### config.mk
export PLATFORM = sky130hd
export DESIGN_NAME = ov7670_pixel_packer
export DESIGN_NICKNAME = d
export VERILOG_FILES = /design/src/rtl/ov7670_pixel_packer.sv
export SDC_FILE = /design/constraint.sdc
export NUM_CORES = 1
export LEC_CHECK = 0
export ABC_AREA = 0
export CAP_MARGIN = 20
export CELL_PAD_IN_SITES_DETAIL_PLACEMENT = 1
export CELL_PAD_IN_SITES_GLOBAL_PLACEMENT = 2
export CORE_MARGIN = 5
export CORE_UTILIZATION = 34
export DETAILED_ROUTE_END_ITERATION = 8
export GPL_TIMING_DRIVEN = 0
export PLACE_DENSITY = 0.78
export SYNTH_ARGS = -nofsm -noshare
export SYNTH_HDL_FRONTEND = slang
export SYNTH_SLANG_ARGS = --single-unit
### constraint.sdc
create_clock -name pclk_24 -period 2.9 [get_ports pclk_24]
set_input_delay 0.87 -clock pclk_24 [delete_from_list [all_inputs] [get_ports pclk_24]]
set_output_delay 0.87 -clock pclk_24 [all_outputs]
set_load 0.01 [all_outputs]
### src/rtl/ov7670_pixel_packer.sv
// OV7670 byte-pair packer: RGB565 pixels, linear framebuffer
// addressing, per-line and per-frame integrity flags.
module ov7670_pixel_packer #(
  parameter int H_PIXELS = 320,
  parameter int V_LINES  = 240,
  parameter int ADDR_W   = 17
) (
  input  logic              pclk_24,
  input  logic              reset_n,
  input  logic              enable,
  input  logic              vsync,
  input  logic              vde,
  input  logic [7:0]        din,
  output logic              wr_en,
  output logic [ADDR_W-1:0] wr_addr,
  output logic [15:0]       wr_data,
  output logic              frame_done,
  output logic              line_err,
  output logic              frame_err,
  output logic [7:0]        frame_cnt
);

  localparam int XW = $clog2(H_PIXELS + 1);
  localparam int YW = $clog2(V_LINES + 1);
  localparam logic [XW-1:0] X_MAX = XW'(H_PIXELS);
  localparam logic [YW-1:0] Y_MAX = YW'(V_LINES);
  localparam logic [ADDR_W-1:0] STEP = ADDR_W'(H_PIXELS);

  typedef enum logic [1:0] {
    IDLE,
    SYNC,
    VBLANK,
    ACTIVE
  } state_t;

  state_t            state;
  logic              vde_d;
  logic              vsync_d;
  logic [XW-1:0]     x;
  logic              x_ovf;
  logic [YW-1:0]     y;
  logic              y_ovf;
  logic [ADDR_W-1:0] line_base;
  logic              phase;
  logic [7:0]        hi_byte;
  logic              frame_bad;

  logic          vde_fall;
  logic          vsync_rise;
  logic          vsync_fall;
  logic          line_end;
  logic          y_in;
  logic          lerr;
  logic [YW-1:0] y_nx;
  logic          ovf_nx;
  logic          frame_ok;

  always_comb begin
    vde_fall   = vde_d & ~vde;
    vsync_rise = ~vsync_d & vsync;
    vsync_fall = vsync_d & ~vsync;
    // vsync rising mid-line closes that line before the frame
    line_end   = vde_fall | (vsync_rise & vde);
    y_in       = (y < Y_MAX);
    lerr       = line_end & y_in &
                 ((x != X_MAX) | phase | x_ovf);
    y_nx       = (line_end & y_in) ? y + 1'b1 : y;
    ovf_nx     = y_ovf | (line_end & ~y_in);
    frame_ok   = (y_nx == Y_MAX) & ~ovf_nx &
                 ~frame_bad & ~lerr;
  end

  always_ff @(posedge pclk_24 or negedge reset_n) begin
    if (!reset_n) begin
      state      <= IDLE;
      vde_d      <= 1'b0;
      vsync_d    <= 1'b0;
      x          <= '0;
      x_ovf      <= 1'b0;
      y          <= '0;
      y_ovf      <= 1'b0;
      line_base  <= '0;
      phase      <= 1'b0;
      hi_byte    <= '0;
      frame_bad  <= 1'b0;
      wr_en      <= 1'b0;
      wr_addr    <= '0;
      wr_data    <= '0;
      frame_done <= 1'b0;
      line_err   <= 1'b0;
      frame_err  <= 1'b0;
      frame_cnt  <= '0;
    end else begin
      vde_d      <= vde;
      vsync_d    <= vsync;
      wr_en      <= 1'b0;
      line_err   <= 1'b0;
      frame_done <= 1'b0;
      if (!enable) begin
        state     <= IDLE;
        phase     <= 1'b0;
        frame_err <= 1'b0;
      end else begin
        case (state)
          IDLE: state <= SYNC;
          SYNC: if (vsync) state <= VBLANK;
          VBLANK: begin
            if (vsync_fall) begin
              state     <= ACTIVE;
              x         <= '0;
              x_ovf     <= 1'b0;
              y         <= '0;
              y_ovf     <= 1'b0;
              line_base <= '0;
              phase     <= 1'b0;
              frame_bad <= 1'b0;
            end
          end
          ACTIVE: begin
            if (vde && !vsync_rise) begin
              if (!phase) begin
                hi_byte <= din;
                phase   <= 1'b1;
              end else begin
                phase <= 1'b0;
                if (x < X_MAX && y_in) begin
                  wr_en   <= 1'b1;
                  wr_data <= {hi_byte, din};
                  wr_addr <= line_base + ADDR_W'(x);
                  x       <= x + 1'b1;
                end else if (y_in) begin
                  x_ovf <= 1'b1;
                end
              end
            end
            if (line_end) begin
              line_err <= lerr;
              if (lerr) frame_bad <= 1'b1;
              x     <= '0;
              x_ovf <= 1'b0;
              phase <= 1'b0;
              if (y_in) begin
                y         <= y + 1'b1;
                line_base <= line_base + STEP;
              end else begin
                y_ovf <= 1'b1;
              end
            end
            if (vsync_rise) begin
              if (frame_ok) begin
                frame_done <= 1'b1;
                frame_cnt  <= frame_cnt + 8'd1;
              end else begin
                frame_err <= 1'b1;
              end
              state <= VBLANK;
            end
          end
          default: state <= IDLE;
        endcase
      end
    end
  end

endmodule
Yosys cells after proc, flatten, opt, wreduce, memory -nomap -nowiden
Index checks and enable logic that the tools add are counted.
W data, S select, Z words.
- register bits: 95
- bits in latches: 0
- memory bits (writable): 0
- memory bits (read-only): 0
- bits of input ports: 13
- output and inout port bits: 45
- word-level logic and storage cells: 140
- memories kept: 0
- add/sub/neg operators: 5
- multipliers: 0
- divide/modulo/power cells: 0
- order comparisons: 2
- equality and inequality tests: 23
- shifts and indexed selects: 0
- multiplexer cells: 54
- bitwise gates (word level): 22
- reduce and logical (&&, ||, !) cells: 16
- operators by type and width (kind ; number):
    $mux W17 ; 3
    $mux W9 ; 5
    $pmux W17 S2 ; 1
    $mux W8 ; 4
    $mux W1 ; 30
    $ne A3 B3 Y1 const B ; 8
    $reduce_and A5 Y1 ; 4
    $pmux W9 S2 ; 1
    $add A17 B9 Y17 ; 1
    $add A17 B9 Y17 const B ; 1
    $add A8 B1 Y8 const B ; 2
    $pmux W8 S2 ; 1
    $ne A2 B2 Y1 const B ; 6
    $and A1 B1 Y1 ; 10
    $add A9 B1 Y9 const B ; 1
    $lt A9 B9 Y1 const B ; 1
    $ne A9 B9 Y1 const B ; 1
    $reduce_and A3 Y1 ; 3
    $eq A8 B8 Y1 const B ; 1
    $lt A8 B8 Y1 const B ; 1
    $mux W2 ; 4
    $not A1 Y1 ; 8
    $pmux W1 S2 ; 4
    $pmux W2 S4 ; 1
    13 further kinds ; 20

Depth between registers and ports, before layout
- word-level depth: 14
- mapped depth: 8
- mapped depth without buffers: 8

Worst setup path before layout
Ideal clock, no wire load.
- path type: input -> register
- start point: in vsync
- end point: reg x[3]
- library setup time: 0.087 ns
- arrival: 2.371 ns
- required time: 2.813 ns
- path slack: 0.443 ns
- stages: 6
- path buffers: 1
- cell sequence: nor2b_1 o221ai_1 or4b_1 buf_2 or4_1 o211ai_1
- longest elaborated chain between the ends: 5
- elaborated cells on any way between the ends: 14
- classes of those cells: 4 x eq/ne; 2 x mux; 5 x bitwise; 3 x reduce/logical
- ends and longest elaborated chain (what ; RTL line ; source):
    from (decl) ; 11 ; input logic vsync,
    $and A1 B1 Y1 ; 60 ; vsync_rise = ~vsync_d & vsync;
    $and A1 B1 Y1 or $logic_not A1 Y1 (tied branches) ; 63, 120 ;
    $or A1 B1 Y1 or $logic_and A1 B1 Y1 (tied branches) ; 63, 120 ;
    $ne A3 B3 Y1 (no source line) or $mux W9 (tied branches) ; -- ;
    $reduce_and A6 Y1 (no source line) or $pmux W9 S2 (tied branches) ; -- ;
    to (signal assigned) ; 130 ; x <= x + 1'b1;
    to (decl) ; 39 ; logic [XW-1:0] x;
Parallel ways exist; a longest one is shown, timed or not.
A chain may end at the register's enable or synchronous reset.

Worst setup path in the final report
- start point: reg x[0]
- end point: reg frame_cnt[1]
- longest elaborated chain between the ends: 7
- ends and longest elaborated chain (what ; RTL line ; source):
    $ne A9 B9 Y1 ; 66 ; ((x != X_MAX) | phase | x_ovf);
    $or A1 B1 Y1 (2 in series) ; 66 ;
    $and A1 B1 Y1 ; 65 ; lerr = line_end & y_in &
    $not A1 Y1 ; 70 ; ~frame_bad & ~lerr;
    $and A1 B1 Y1 ; 70 ;
    $reduce_and A4 Y1 (no source line) ; -- ;
    to (signal assigned) ; 152 ; frame_cnt <= frame_cnt + 8'd1;
    to (decl) ; 20 ; output logic [7:0] frame_cnt
No other way between the ends.

==> reports/metrics.csv <==
metric,value,unit
I/O Buffers,57,
CP arrival,2.89,ns
"commonest non-fill, non-tap cells in the layout","nand2_1, dfrtp_1, clkdlybuf4s50_1",
ys flop type,dfrtp_1,
Required @ worst endpoint,3.13,ns
clk buf depth,2,
drt wl/cell,15.5,um
MaxCap Viol Count,0,
final wirelength,10.8,mm
H-tree levels,3,
Pwr Total,2.79,mW
Slew headroom,51.8,%
DR pass1 iterations,4,
CTS root buffer,clkbuf_16,
"Clk pin slew, worst setup/hold paths",0.07,ns
Routed Antenna Nets,0,
Final min period,2.67,ns
Final #Nets,542,
Syn. warnings,0,
total global-route track usage,15.7,%
crit-path max cell delay,0.47,ns
I/O Pins,58,
"Seq/Total Area, Yosys",51.6,%
FILL cells,1446,
Final Setup Violations,0,
outcome,finished clean,
Static Leakage,2.43,nW
drt via density,4.90,
crit path kind,reg -> reg,
Yosys cell types,53,
crit-path cells,inv_1 > ha_1 > or4b_4 > nor4_4 > nand4_1 > nor4_2 > o21a_2 > mux2_4,
Slowest cell on crit path,or4b_4,
crit-path leading delay family,simple AND/OR/NAND/NOR gates,
core area,12500,sq um
Post-synth EDFFs,0,
Mapped Area,4310,sq um
global-route wire length before repair,18.6,mm
Clock Latency Late Sink,0.35,ns
Synth Register Bits,89,
Initial Utilization,34.5,%
clk sink count,89,
post-DP HPWL,7.92,mm
# hold bufs at CTS,0,
CP Max Fanout,6,
Die ar.,15000,sq um
RSZ-0062 raised after global routing,no,
synthesized area per cell,9.54,sq um
Slew Limit Fails,0,
Starting DRT DRC Count,122,
largest net degree at the start of global routing,50,
clock skew,0.0116,ns
multi-input combinational cell area,1960,sq um
CTS tree,done,
routability cong.,0.722,
Mapped Cells,452,
Worst-Margin Slew,0.719,ns
Final Util,43.4,%
Post CTS Setup Buffer Count,0,
crit end category,flop,
"Hold Vio Cnt, Final",0,
achievable frequency,0.375,GHz
PwrDens,513,nW/um^2
register area,2230,sq um
num rows,41,
share of cells above drive strength 1,8.97,%
routed via count,3408,
startpoint types,flop,
VDD IR max,0.245,mV
Num CTS Buffers,9,
asr flop ratio synth,100,%
die width,123,um
vias in the first global route,3617,
Worst Path Buf+Inv,1,
antenna violations before repair,0,
P&R area growth vs syn,26.1,%
Post-route DRC,0,
Ant. Diodes,0,
Post-Synthesis Net Count,474,
GR Overflow Total,0,
Final period util,91.9,%
Hold WC Path Type,reg -> reg,
Die Y,123,um
"commonest non-fill, non-tap cell in the layout",nand2_1,
-- Yosys cell counts, types with 2 or more instances --
library cell  instances  area share [%]
nand2_1              92             8.0
dfrtp_1              89              52
nor2_1               46             4.0
o21ai_0              34             3.9
xnor2_1              26             5.3
nand3_1              17             2.0
clkbuf_1             15             1.3
inv_1                10            0.87
nand4_1              10             1.5
a21oi_1               9             1.0
ha_1                  9             2.6
nor3_1                9             1.0
mux2_2                8             2.1
xor2_1                5             1.0
a21o_1                4            0.70
a22o_1                4            0.81
a31oi_1               4            0.58
and2_1                4            0.58
and3_1                4            0.58
buf_2                 4            0.46
nand2b_1              4            0.58
nor2b_1               3            0.44
o31ai_1               3            0.52
or2_2                 3            0.44
and4_1                2            0.41
nor4_1                2            0.29
nor4b_1               2            0.41
o211ai_1              2            0.35
o21a_1                2            0.35
or4_1                 2            0.35
or4b_4                2            0.64
-- routing by layer --
| layer | wire [um] | global-route usage [%] | part of all wire, % | vias to the layer above |
|---|---|---|---|---|
| met1 | 5220 | 21.2 | 48 | 1679 |
| met3 | 413 | 3.82 | 3.8 | 12 |
| met5 | 0 | 0 | 0 | - |
| met4 | 174 | 5.88 | 1.6 | 0 |
| met2 | 4980 | 24.6 | 46 | 52 |
| li1 | - | - | - | 1665 |
-- area by class of cell --
type	instances	area share, %
tap	172	3.96
clock buffer	11	4.65
inverter	10	0.690
buffer	20	1.66
multi-input combinational	332	36.1
timing repair buffer	58	11.0
clock inverter	4	0.966
sequential	89	41.0
-- path summary, 6_finish.rpt --
check,startpoint,to,slack (ns),cells after the start
worst max-delay path,x[0],frame_cnt[1],0.23,8
worst min-delay path,hi_byte[3],wr_data[11],0.47,2
worst max register to register,x[0],frame_cnt[1],0.23,8
worst min register to register,hi_byte[3],wr_data[11],0.47,2
max in group asynchronous,reset_n,frame_cnt[5],1.75,2
min in group asynchronous,reset_n,x[3],0.51,1
-- registers in the layout (all words and copies together) (netlist names) --
name / flops
hi_byte: 8
line_base: 11
wr_data: 16
x_ovf: 1
frame_done: 1
y: 8
wr_en: 1
x: 9
line_err: 1
y_ovf: 1
state: 2
frame_cnt: 8
frame_bad: 1
vde_d: 1
vsync_d: 1
frame_err: 1
phase: 1
wr_addr: 17
-- metrics by stage --
step | hold WS (ns) | area [sq um] | setup TNS (ns) | cells | worst slack (ns)
floorplan | 0.435 | 4310 | 0 | 452 | 0.443
global placement | 0.447 | 5100 | -234.31 | 681 | -2.57
detailed placement | 0.461 | 5120 | -8.67 | 682 | -0.362
CTS | 0.475 | 5430 | 0 | 696 | 0.0103
global route | 0.493 | 5440 | 0 | 696 | 0.0380
finish | 0.466 | 5440 | 0 | 696 | 0.234
-- worst reg2reg max path: stages, from the launching register on --
cell and delay (ns):
dfrtp_1 0.44, inv_1 0.10, ha_1 0.14, or4b_4 0.47
nor4_4 0.32, nand4_1 0.18, nor4_2 0.38, o21a_2 0.22
mux2_4 0.30
-- power by group --
group	leakage [nW]	internal (mW)	switching (mW)
clock	0.152	0.712	0.488
sequential	1.22	1.30	0.0647
combinational	1.05	0.104	0.122
total	2.43	2.12	0.674
-- logic make-up after synthesis --
family | after synthesis | synth area share (%)
buffers and inverters | 31 | 3.02
DFF | 89 | 51.6
muxes | 10 | 2.67
AOI/OAI and AO/OA | 70 | 10.4
other | 1 | 0.0869
xor gates and xnor gates | 31 | 6.30
and+or+nand+nor | 211 | 23.3
adders and majority gates | 9 | 2.61
-- repair_timing --
| action | 4_1_cts | 5_1_grt |
|---|---|---|
| gates cloned | 0 | 0 |
| endpoints found under the setup margin | 2 | 21 |
| resized for setup | 0 | 7 |
| endpoints found under the hold margin | 0 | 0 |
No activity file was read; power rests on OpenSTA's default activity.
